==> src/rtl/instr_encoder_if.sv <==
`default_nettype none
// ============================================================================
//  Module      : instr_encoder_if
//  Description : Bundle of the encoder's field-input handshake and imem-write
//                signals. The encoder uses the slave modport and the field
//                source / imem side uses the master modport.
//  Signals     : clear_in, in_valid/in_ready, opcode/rd/rs1/rs2/funct3/
//                funct7/imm fields, imem_we/ready/addr/data, count, illegal
//  Revision    : 1.0  initial release
// ============================================================================
interface instr_encoder_if #(
  parameter int ADDR_W = 5
);
  logic              clear_in;
  logic              in_valid;
  logic              in_ready;
  logic [6:0]        opcode_in;
  logic [4:0]        rd_sel_in;
  logic [4:0]        rs1_sel_in;
  logic [4:0]        rs2_sel_in;
  logic [2:0]        funct3_in;
  logic [6:0]        funct7_in;
  logic [19:0]       imm_value_in;
  logic              imem_we_out;
  logic              imem_ready_in;
  logic [ADDR_W-1:0] imem_addr_out;
  logic [31:0]       imem_data_out;
  logic [ADDR_W:0]   count_out;
  logic              illegal_out;

  modport slave (
    input  clear_in, in_valid, opcode_in, rd_sel_in, rs1_sel_in, rs2_sel_in,
           funct3_in, funct7_in, imm_value_in, imem_ready_in,
    output in_ready, imem_we_out, imem_addr_out, imem_data_out, count_out,
           illegal_out
  );

  modport master (
    output clear_in, in_valid, opcode_in, rd_sel_in, rs1_sel_in, rs2_sel_in,
           funct3_in, funct7_in, imm_value_in, imem_ready_in,
    input  in_ready, imem_we_out, imem_addr_out, imem_data_out, count_out,
           illegal_out
  );
endinterface
`default_nettype wire

==> src/rtl/instr_encoder.sv <==
`default_nettype none
// ============================================================================
//  Module      : instr_encoder
//  Description : Packs decoded RV32I fields (R/I/S/B/U/J formats) into a
//                32-bit instruction word and writes it to instruction memory
//                at an auto-incrementing, wrapping word address. Bundles with
//                an unsupported opcode are consumed without producing a word
//                and raise a sticky illegal flag.
//  Ports       : clk    - clock, all state on rising edge
//                rst_n  - synchronous active-low reset
//                bus    - instr_encoder_if.slave: field input handshake,
//                         clear, imem write port, word count, illegal flag
//  Revision    : 1.0  initial release
// ============================================================================
module instr_encoder #(
  parameter int ADDR_W    = 5,
  parameter int BASE_ADDR = 0
) (
  input  logic            clk,
  input  logic            rst_n,
  instr_encoder_if.slave  bus
);

  localparam logic [6:0] OP_R      = 7'b0110011;
  localparam logic [6:0] OP_IMM    = 7'b0010011;
  localparam logic [6:0] OP_LOAD   = 7'b0000011;
  localparam logic [6:0] OP_JALR   = 7'b1100111;
  localparam logic [6:0] OP_STORE  = 7'b0100011;
  localparam logic [6:0] OP_BRANCH = 7'b1100011;
  localparam logic [6:0] OP_LUI    = 7'b0110111;
  localparam logic [6:0] OP_AUIPC  = 7'b0010111;
  localparam logic [6:0] OP_JAL    = 7'b1101111;

  localparam logic [ADDR_W-1:0] BASE = ADDR_W'(BASE_ADDR);
  localparam logic [ADDR_W-1:0] ONE  = ADDR_W'(1);
  localparam logic [ADDR_W:0]   CNT_ONE = (ADDR_W + 1)'(1);

  logic              we_q;
  logic [31:0]       data_q;
  logic [ADDR_W-1:0] addr_q;
  logic [ADDR_W:0]   count_q;
  logic              illegal_q;

  logic [31:0]       word;
  logic              legal;
  logic              accept;
  logic              retire;

  logic [19:0] b;
  assign b = bus.imm_value_in;

  // Format-specific packing; anything not listed is an unsupported opcode.
  always_comb begin
    word  = 32'd0;
    legal = 1'b1;
    case (bus.opcode_in)
      OP_R:
        word = {bus.funct7_in, bus.rs2_sel_in, bus.rs1_sel_in, bus.funct3_in,
                bus.rd_sel_in, bus.opcode_in};
      OP_IMM, OP_LOAD, OP_JALR:
        word = {b[11:0], bus.rs1_sel_in, bus.funct3_in, bus.rd_sel_in,
                bus.opcode_in};
      OP_STORE:
        word = {b[11:5], bus.rs2_sel_in, bus.rs1_sel_in, bus.funct3_in,
                b[4:0], bus.opcode_in};
      // b[11:0] carries offset[12:1]
      OP_BRANCH:
        word = {b[11], b[9:4], bus.rs2_sel_in, bus.rs1_sel_in, bus.funct3_in,
                b[3:0], b[10], bus.opcode_in};
      OP_LUI, OP_AUIPC:
        word = {b[19:0], bus.rd_sel_in, bus.opcode_in};
      // b[19:0] carries offset[20:1]
      OP_JAL:
        word = {b[19], b[9:0], b[10], b[18:11], bus.rd_sel_in, bus.opcode_in};
      default: legal = 1'b0;
    endcase
  end

  // One output register: a new bundle may enter in the same cycle the
  // pending word retires, giving one word per cycle with no bubble.
  assign bus.in_ready = !we_q || bus.imem_ready_in;
  assign accept       = bus.in_valid && bus.in_ready;
  assign retire       = we_q && bus.imem_ready_in;

  always_ff @(posedge clk) begin
    if (!rst_n) begin
      we_q      <= 1'b0;
      data_q    <= 32'd0;
      addr_q    <= BASE;
      count_q   <= '0;
      illegal_q <= 1'b0;
    end else begin
      // Clear resets bookkeeping only; a pending word stays and is written
      // at BASE.
      if (bus.clear_in) begin
        addr_q    <= BASE;
        count_q   <= '0;
        illegal_q <= 1'b0;
      end else begin
        if (retire) begin
          addr_q <= addr_q + ONE;
          if (count_q != '1) begin
            count_q <= count_q + CNT_ONE;
          end
        end
        if (accept && !legal) begin
          illegal_q <= 1'b1;
        end
      end

      if (accept && legal) begin
        we_q   <= 1'b1;
        data_q <= word;
      end else if (retire) begin
        we_q <= 1'b0;
      end
    end
  end

  assign bus.imem_we_out   = we_q;
  assign bus.imem_data_out = data_q;
  assign bus.imem_addr_out = addr_q;
  assign bus.count_out     = count_q;
  assign bus.illegal_out   = illegal_q;

endmodule
`default_nettype wire
==> src/flat_wrapper.sv <==
// flat-port wrapper written by rule: the top's interface ports become plain ports
module instr_encoder_flat 
#(
  parameter int ADDR_W    = 5,
  parameter int BASE_ADDR = 0
)
  (clk, rst_n, bus_clear_in, bus_in_valid, bus_opcode_in, bus_rd_sel_in, bus_rs1_sel_in, bus_rs2_sel_in, bus_funct3_in, bus_funct7_in, bus_imm_value_in, bus_imem_ready_in, bus_in_ready, bus_imem_we_out, bus_imem_addr_out, bus_imem_data_out, bus_count_out, bus_illegal_out);
  instr_encoder_if #(.ADDR_W(ADDR_W)) bus_i ();
  input  logic clk;
  input  logic rst_n;
  input wire logic [$bits(bus_i.clear_in)-1:0] bus_clear_in;
  input wire logic [$bits(bus_i.in_valid)-1:0] bus_in_valid;
  input wire logic [$bits(bus_i.opcode_in)-1:0] bus_opcode_in;
  input wire logic [$bits(bus_i.rd_sel_in)-1:0] bus_rd_sel_in;
  input wire logic [$bits(bus_i.rs1_sel_in)-1:0] bus_rs1_sel_in;
  input wire logic [$bits(bus_i.rs2_sel_in)-1:0] bus_rs2_sel_in;
  input wire logic [$bits(bus_i.funct3_in)-1:0] bus_funct3_in;
  input wire logic [$bits(bus_i.funct7_in)-1:0] bus_funct7_in;
  input wire logic [$bits(bus_i.imm_value_in)-1:0] bus_imm_value_in;
  input wire logic [$bits(bus_i.imem_ready_in)-1:0] bus_imem_ready_in;
  output wire logic [$bits(bus_i.in_ready)-1:0] bus_in_ready;
  output wire logic [$bits(bus_i.imem_we_out)-1:0] bus_imem_we_out;
  output wire logic [$bits(bus_i.imem_addr_out)-1:0] bus_imem_addr_out;
  output wire logic [$bits(bus_i.imem_data_out)-1:0] bus_imem_data_out;
  output wire logic [$bits(bus_i.count_out)-1:0] bus_count_out;
  output wire logic [$bits(bus_i.illegal_out)-1:0] bus_illegal_out;
  assign bus_i.clear_in = bus_clear_in;
  assign bus_i.in_valid = bus_in_valid;
  assign bus_i.opcode_in = bus_opcode_in;
  assign bus_i.rd_sel_in = bus_rd_sel_in;
  assign bus_i.rs1_sel_in = bus_rs1_sel_in;
  assign bus_i.rs2_sel_in = bus_rs2_sel_in;
  assign bus_i.funct3_in = bus_funct3_in;
  assign bus_i.funct7_in = bus_funct7_in;
  assign bus_i.imm_value_in = bus_imm_value_in;
  assign bus_i.imem_ready_in = bus_imem_ready_in;
  assign bus_in_ready = bus_i.in_ready;
  assign bus_imem_we_out = bus_i.imem_we_out;
  assign bus_imem_addr_out = bus_i.imem_addr_out;
  assign bus_imem_data_out = bus_i.imem_data_out;
  assign bus_count_out = bus_i.count_out;
  assign bus_illegal_out = bus_i.illegal_out;
  instr_encoder #(.ADDR_W(ADDR_W), .BASE_ADDR(BASE_ADDR)) u_core (.clk(clk), .rst_n(rst_n), .bus(bus_i));
endmodule
==> config.mk <==
export PLATFORM = sky130hd
export DESIGN_NAME = instr_encoder_flat
export DESIGN_NICKNAME = d
export VERILOG_FILES = /design/src/rtl/instr_encoder_if.sv /design/src/rtl/instr_encoder.sv /design/src/flat_wrapper.sv
export SDC_FILE = /design/constraint.sdc
export NUM_CORES = 1
export LEC_CHECK = 0
export ABC_AREA = 1
export CAP_MARGIN = 20
export CORE_MARGIN = 2
export CORE_UTILIZATION = 49
export CTS_BUF_LIST = sky130_fd_sc_hd__clkbuf_16
export DETAILED_ROUTE_END_ITERATION = 7
export GPL_TIMING_DRIVEN = 0
export PLACE_DENSITY_LB_ADDON = 0.12
export SLEW_MARGIN = 40
export SYNTH_ARGS = -nofsm -noshare
export SYNTH_HDL_FRONTEND = slang
export SYNTH_SLANG_ARGS = --single-unit
==> constraint.sdc <==
create_clock -name clk -period 3 [get_ports clk]
set_input_delay 0.45 -clock clk [delete_from_list [all_inputs] [get_ports clk]]
set_output_delay 0.45 -clock clk [all_outputs]
set_load 0.02 [all_outputs]
# After elaboration in Yosys (flattened, before gate mapping)
# Cells that the tools add are included.
[word_totals]
register_bits = 45
in_bits = 57
output_inout_bits = 46
wordCells = 35
[op_classes]
add_sub_neg = 2
n_eq_ne = 10
n_mux = 4
bitwise_logic = 1
reduce_logical = 13
[op_table]
columns = ["op", "n"]
rows = [
  ["$pmux W32 S6", 1],
  ["$eq A7 B6 Y1 const B", 3],
  ["$eq A7 B7 Y1 const B", 3],
  ["$eq A7 B5 Y1 const B", 2],
  ["$reduce_or A9 Y1", 1],
  ["$eq A7 B2 Y1 const B", 1],
  ["$add A6 B1 Y6 const B", 1],
  ["$ne A6 B6 Y1 const B", 1],
  ["$add A5 B1 Y5 const B", 1],
  ["$logic_and A1 B1 Y1", 4],
  ["$reduce_or A2 Y1", 2],
  ["$mux W1", 3],
  ["$reduce_or A3 Y1", 1],
  ["$logic_not A1 Y1", 2],
  ["$reduce_and A2 Y1", 1],
  ["$reduce_bool A2 Y1", 1],
  ["$logic_or A1 B1 Y1", 1],
  ["$not A1 Y1", 1],
]

# Depth between registers and ports, before layout
[depth]
word_depth = 5
mapped_depth = 12
ltp_nobuf = 11

# Worst setup path before layout
# No wires, ideal clock.
[synth_timing]
kind = "flip-flop to flip-flop"
from = "reg u_core.count_q[0] (netlist: u_core.bus.count_out[0])"
to = "reg u_core.count_q[0] (netlist: u_core.bus.count_out[0])"
setup_time_ps = 132
arrival_time_ps = 1427
required_time_ps = 2868
slack_ps = 1441
path_stages_with_launch = 9
path_buffers = 0
synth_period_minus_slack_ps = 1559
cell_sequence = "dfxtp_1 > ha_1 > inv_1 > nor3_1 > nand3_1 > nand2_1 > inv_1 > o21ai_0 > a21oi_1"
[synth_between]
elab_chain_len = 2
elab_cells_between_ends = 3
cone_classes = "1 x add/sub; 1 x eq/ne; 1 x reduce/logical"
[synth_rtl]
columns = ["item", "line_no", "text"]
rows = [
  ["start: declaration", "instr_encoder.sv:41", "logic [ADDR_W:0] count_q;"],
  ["start signal: assignment", "instr_encoder.sv:103", "count_q <= count_q + CNT_ONE;"],
  ["branches (longest 2 deep; another with $add A6 B1 Y6)", "n/a", ""],
]
# Several ways; the timed one is not identified.
# A chain may end at the register's enable or synchronous reset.

# Final worst setup path
[layout_timing]
from = "in bus_imem_ready_in"
to = "out bus_in_ready"
[layout_between]
elab_chain_len = 1
[layout_rtl]
columns = ["item", "line_no", "text"]
rows = [
  ["start: declaration", "flat_wrapper.sv:20", "input wire logic [$bits(bus_i.imem_ready_in)-1:0] bus_imem_ready_in;"],
  ["$logic_or A1 B1 Y1", "instr_encoder.sv:81", "assign bus.in_ready = !we_q || bus.imem_ready_in;"],
  ["end: declaration", "flat_wrapper.sv:21", "output wire logic [$bits(bus_i.in_ready)-1:0] bus_in_ready;"],
]
# No other way between the ends.

==> reports/qor.txt <==
Remaining antenna violation count after routing -> 0
Post-synth top area share -> 31.50%
Delay-heaviest family, CP -> buffers and inverters
Post-CTS setup buffers -> 0
Area of the multi-input gates -> 1638 um^2
CP Data Required Time -> 2550 ps
Hold Buf Count CTS -> 0
Fin cells -> 664
Final Cycle Share -> 70.99%
Post-synth net total -> 541
Synth-to-layout area growth -> 44.71%
Maximum vdd drop -> 0.2593 mV
GRT overflow -> 0
Die Footprint -> 6464 um^2
Port Buffers -> 102
Final Hold Fails -> 0
CP Class -> input port to output port
Clock Pin Slew Worst Setup and Hold Paths -> 60 ps
Vias in the first global route -> 3148
Clk root buf -> clkbuf_16
Relative slew slack -> 68.06%
Commonest cells in the netlist -> nand2_1 (128), nor2_1 (91), nand3_1 (73)
TritonCTS clock tree -> built
Die Y-Extent -> 80.40 um
Final Setup Violations -> 0
Largest net degree at the start of global routing -> 15
FILL cells -> 500
Post-Syn Area per Cell -> 5.934 um^2
Status -> finished, final reports clean
Synthesized cell area -> 2860 um^2
Hold Crit Start -> u_core.bus.imem_addr_out[4]
Via Count -> 3402
Synth Instances -> 482
Post-layout nets -> 650
Crit path cell chain -> clkdlybuf4s50_1, inv_1, nand2_1, clkdlybuf4s50_1
First drt pass iteration count -> 5
Critical path arrival -> 1680 ps
Min Tclk post-route -> 2130 ps
Setup TNS -> 0 ps
Max Fclk -> 469.5 MHz
Clock Tree Buf Depth -> 2
CORE AREA -> 5574 um^2
Inserted Diodes -> 0
H-tree levels -> 2
Die span in x -> 80.40 um
Total GRT Usage -> 27.66%
Layout cell share with drive strength beyond 1 -> 7.432%
Global-route wire length before repair -> 14130 um
Post-synth EDFFs -> 0
FP Rows -> 27
Worst stage delay on the critical path -> 610 ps
Area leader, netlist -> dfxtp_1
Storage element area -> 900.9 um^2
Worst Skew -> 5.394 ps
CP max FO -> 3
# IOs -> 103
Post-synthesis async set-or-reset flop share -> 0%
Yosys cell types -> 26
Post_cts resized -> 0
Post-synthesis sequential area ratio -> 31.50%
Routed WL per cell -> 13.02 um
Dominant cells by area after synthesis -> dfxtp_1 (31%), nand2_1 (17%), nand3_1 (13%)
R2R Path Start -> u_core.bus.count_out[0]
# Max-Cap Violations -> 0
Final HPWL DP -> 6810 um
Setup crit start -> bus_imem_ready_in
CTS sink count -> 45
Total CTS buffers -> 5
Starting Density -> 51.31%
DR vias/cell -> 5.123
Setup crit end kind -> output port
Skew-Pair Late Insertion Delay -> 280 ps
Yosys reg bits -> 45
Worst Setup Start Kind -> input port
Slew Viols, Final -> 0
Buffers plus inverters on the worst setup path -> 3
RSZ-0062 raised after global routing -> false
Power Dens Cells -> 355.2 nW/um^2
Routability Congestion -> 0.9220
Worst slew pin tran -> 479.1 ps
DRC Markers -> 0
Slowest stage cell, crit path -> clkdlybuf4s50_1
Count leader, synth -> nand2_1
Top cell by count, worst path -> clkdlybuf4s50_1
Starting DRT DRC Count -> 166
DRT Wirelength -> 8642 um
Synth Warn # -> 0
Worst min-delay path category -> flop to flop
Placed cells -> 656
Ys flop type -> dfxtp_1
Antenna violations before repair -> 0
P_leak -> 1.977 nW
[cell usage in the layout, fill, tap and decap left out, types with 4 or more instances in the layout]
cell type and instances:
a21boi_0 5, a21oi_1 20, buf_2 12, buf_6 4, clkbuf_16 5, clkdlybuf4s50_1 102, dfxtp_1 45, inv_1 46
inv_2 4, nand2_1 128, nand2_2 5, nand3_1 73, nor2_1 91, o21ai_0 21, o21ai_1 8
[registers in the layout, summed over array words and instances, names as in the netlist]
| register | cells |
|---|---|
| u_core.bus.imem_data_out | 32 |
| u_core.bus.illegal_out | 1 |
| u_core.bus.imem_addr_out | 5 |
| u_core.bus.imem_we_out | 1 |
| u_core.bus.count_out | 6 |
[routing by layer]
| metal | up-vias | global-route usage, % | share of wire (%) |
|---|---|---|---|
| li1 | 1740 | - | - |
| met1 | 1548 | 34.49 | 43 |
| met2 | 101 | 49.92 | 50 |
| met3 | 13 | 3.708 | 4.8 |
| met4 | 0 | 6.949 | 1.7 |
| met5 | - | 0 | 0 |
[logic make-up after synthesis]
group / Yosys count / synth area share, %
AOI/OAI and AO/OA: 56 / 10.46
adders and majority gates: 2 / 0.8748
DFF: 45 / 31.50
buffers and inverters: 71 / 11.24
and+or+nand+nor: 308 / 45.93
[final timing paths]
| check | end | slack (ps) | cells after the start |
|---|---|---|---|
| worst max-delay path | bus_in_ready | 870 | 4 |
| worst min-delay path | u_core.bus.imem_addr_out[4] | 450 | 1 |
| worst max register to register | u_core.bus.count_out[0] | 1400 | 8 |
| worst min register to register | u_core.bus.imem_addr_out[4] | 450 | 1 |
[through the flow]
| stage | util (%) | instance area [um^2] | hold slack (ps) | setup slack [ps] | power, mW |
|---|---|---|---|---|---|
| global placement | 71.25 | 3971 | 437.0 | 761.4 | 0.8590 |
| CTS | 74.25 | 4139 | 448.4 | 868.9 | 1.472 |
| finish | 74.25 | 4139 | 448.2 | 870.3 | 1.470 |
| floorplan | - | 2860 | 524.6 | 1441 | 0.7276 |
| detailed placement | 71.25 | 3971 | 440.4 | 691.7 | 0.8636 |
| global route | 74.25 | 4139 | 489.6 | 775.1 | 1.519 |
[final cells by class]
type	instances	area share [%]
inverters	51	4.686
well taps	72	2.177
clock inverters	3	1.028
multi-input cells	366	39.57
clock buffers	5	3.023
plain buffers	20	3.083
flip-flops and latches	45	21.77
repair buffers	102	24.67
[where the power goes]
part	switching (mW)	internal, mW	leakage [nW]
logic	0.119	0.118	1.53
registers	0.00626	0.610	0.364
clock network	0.226	0.391	0.0852
No activity file was read; power rests on OpenSTA's default activity.
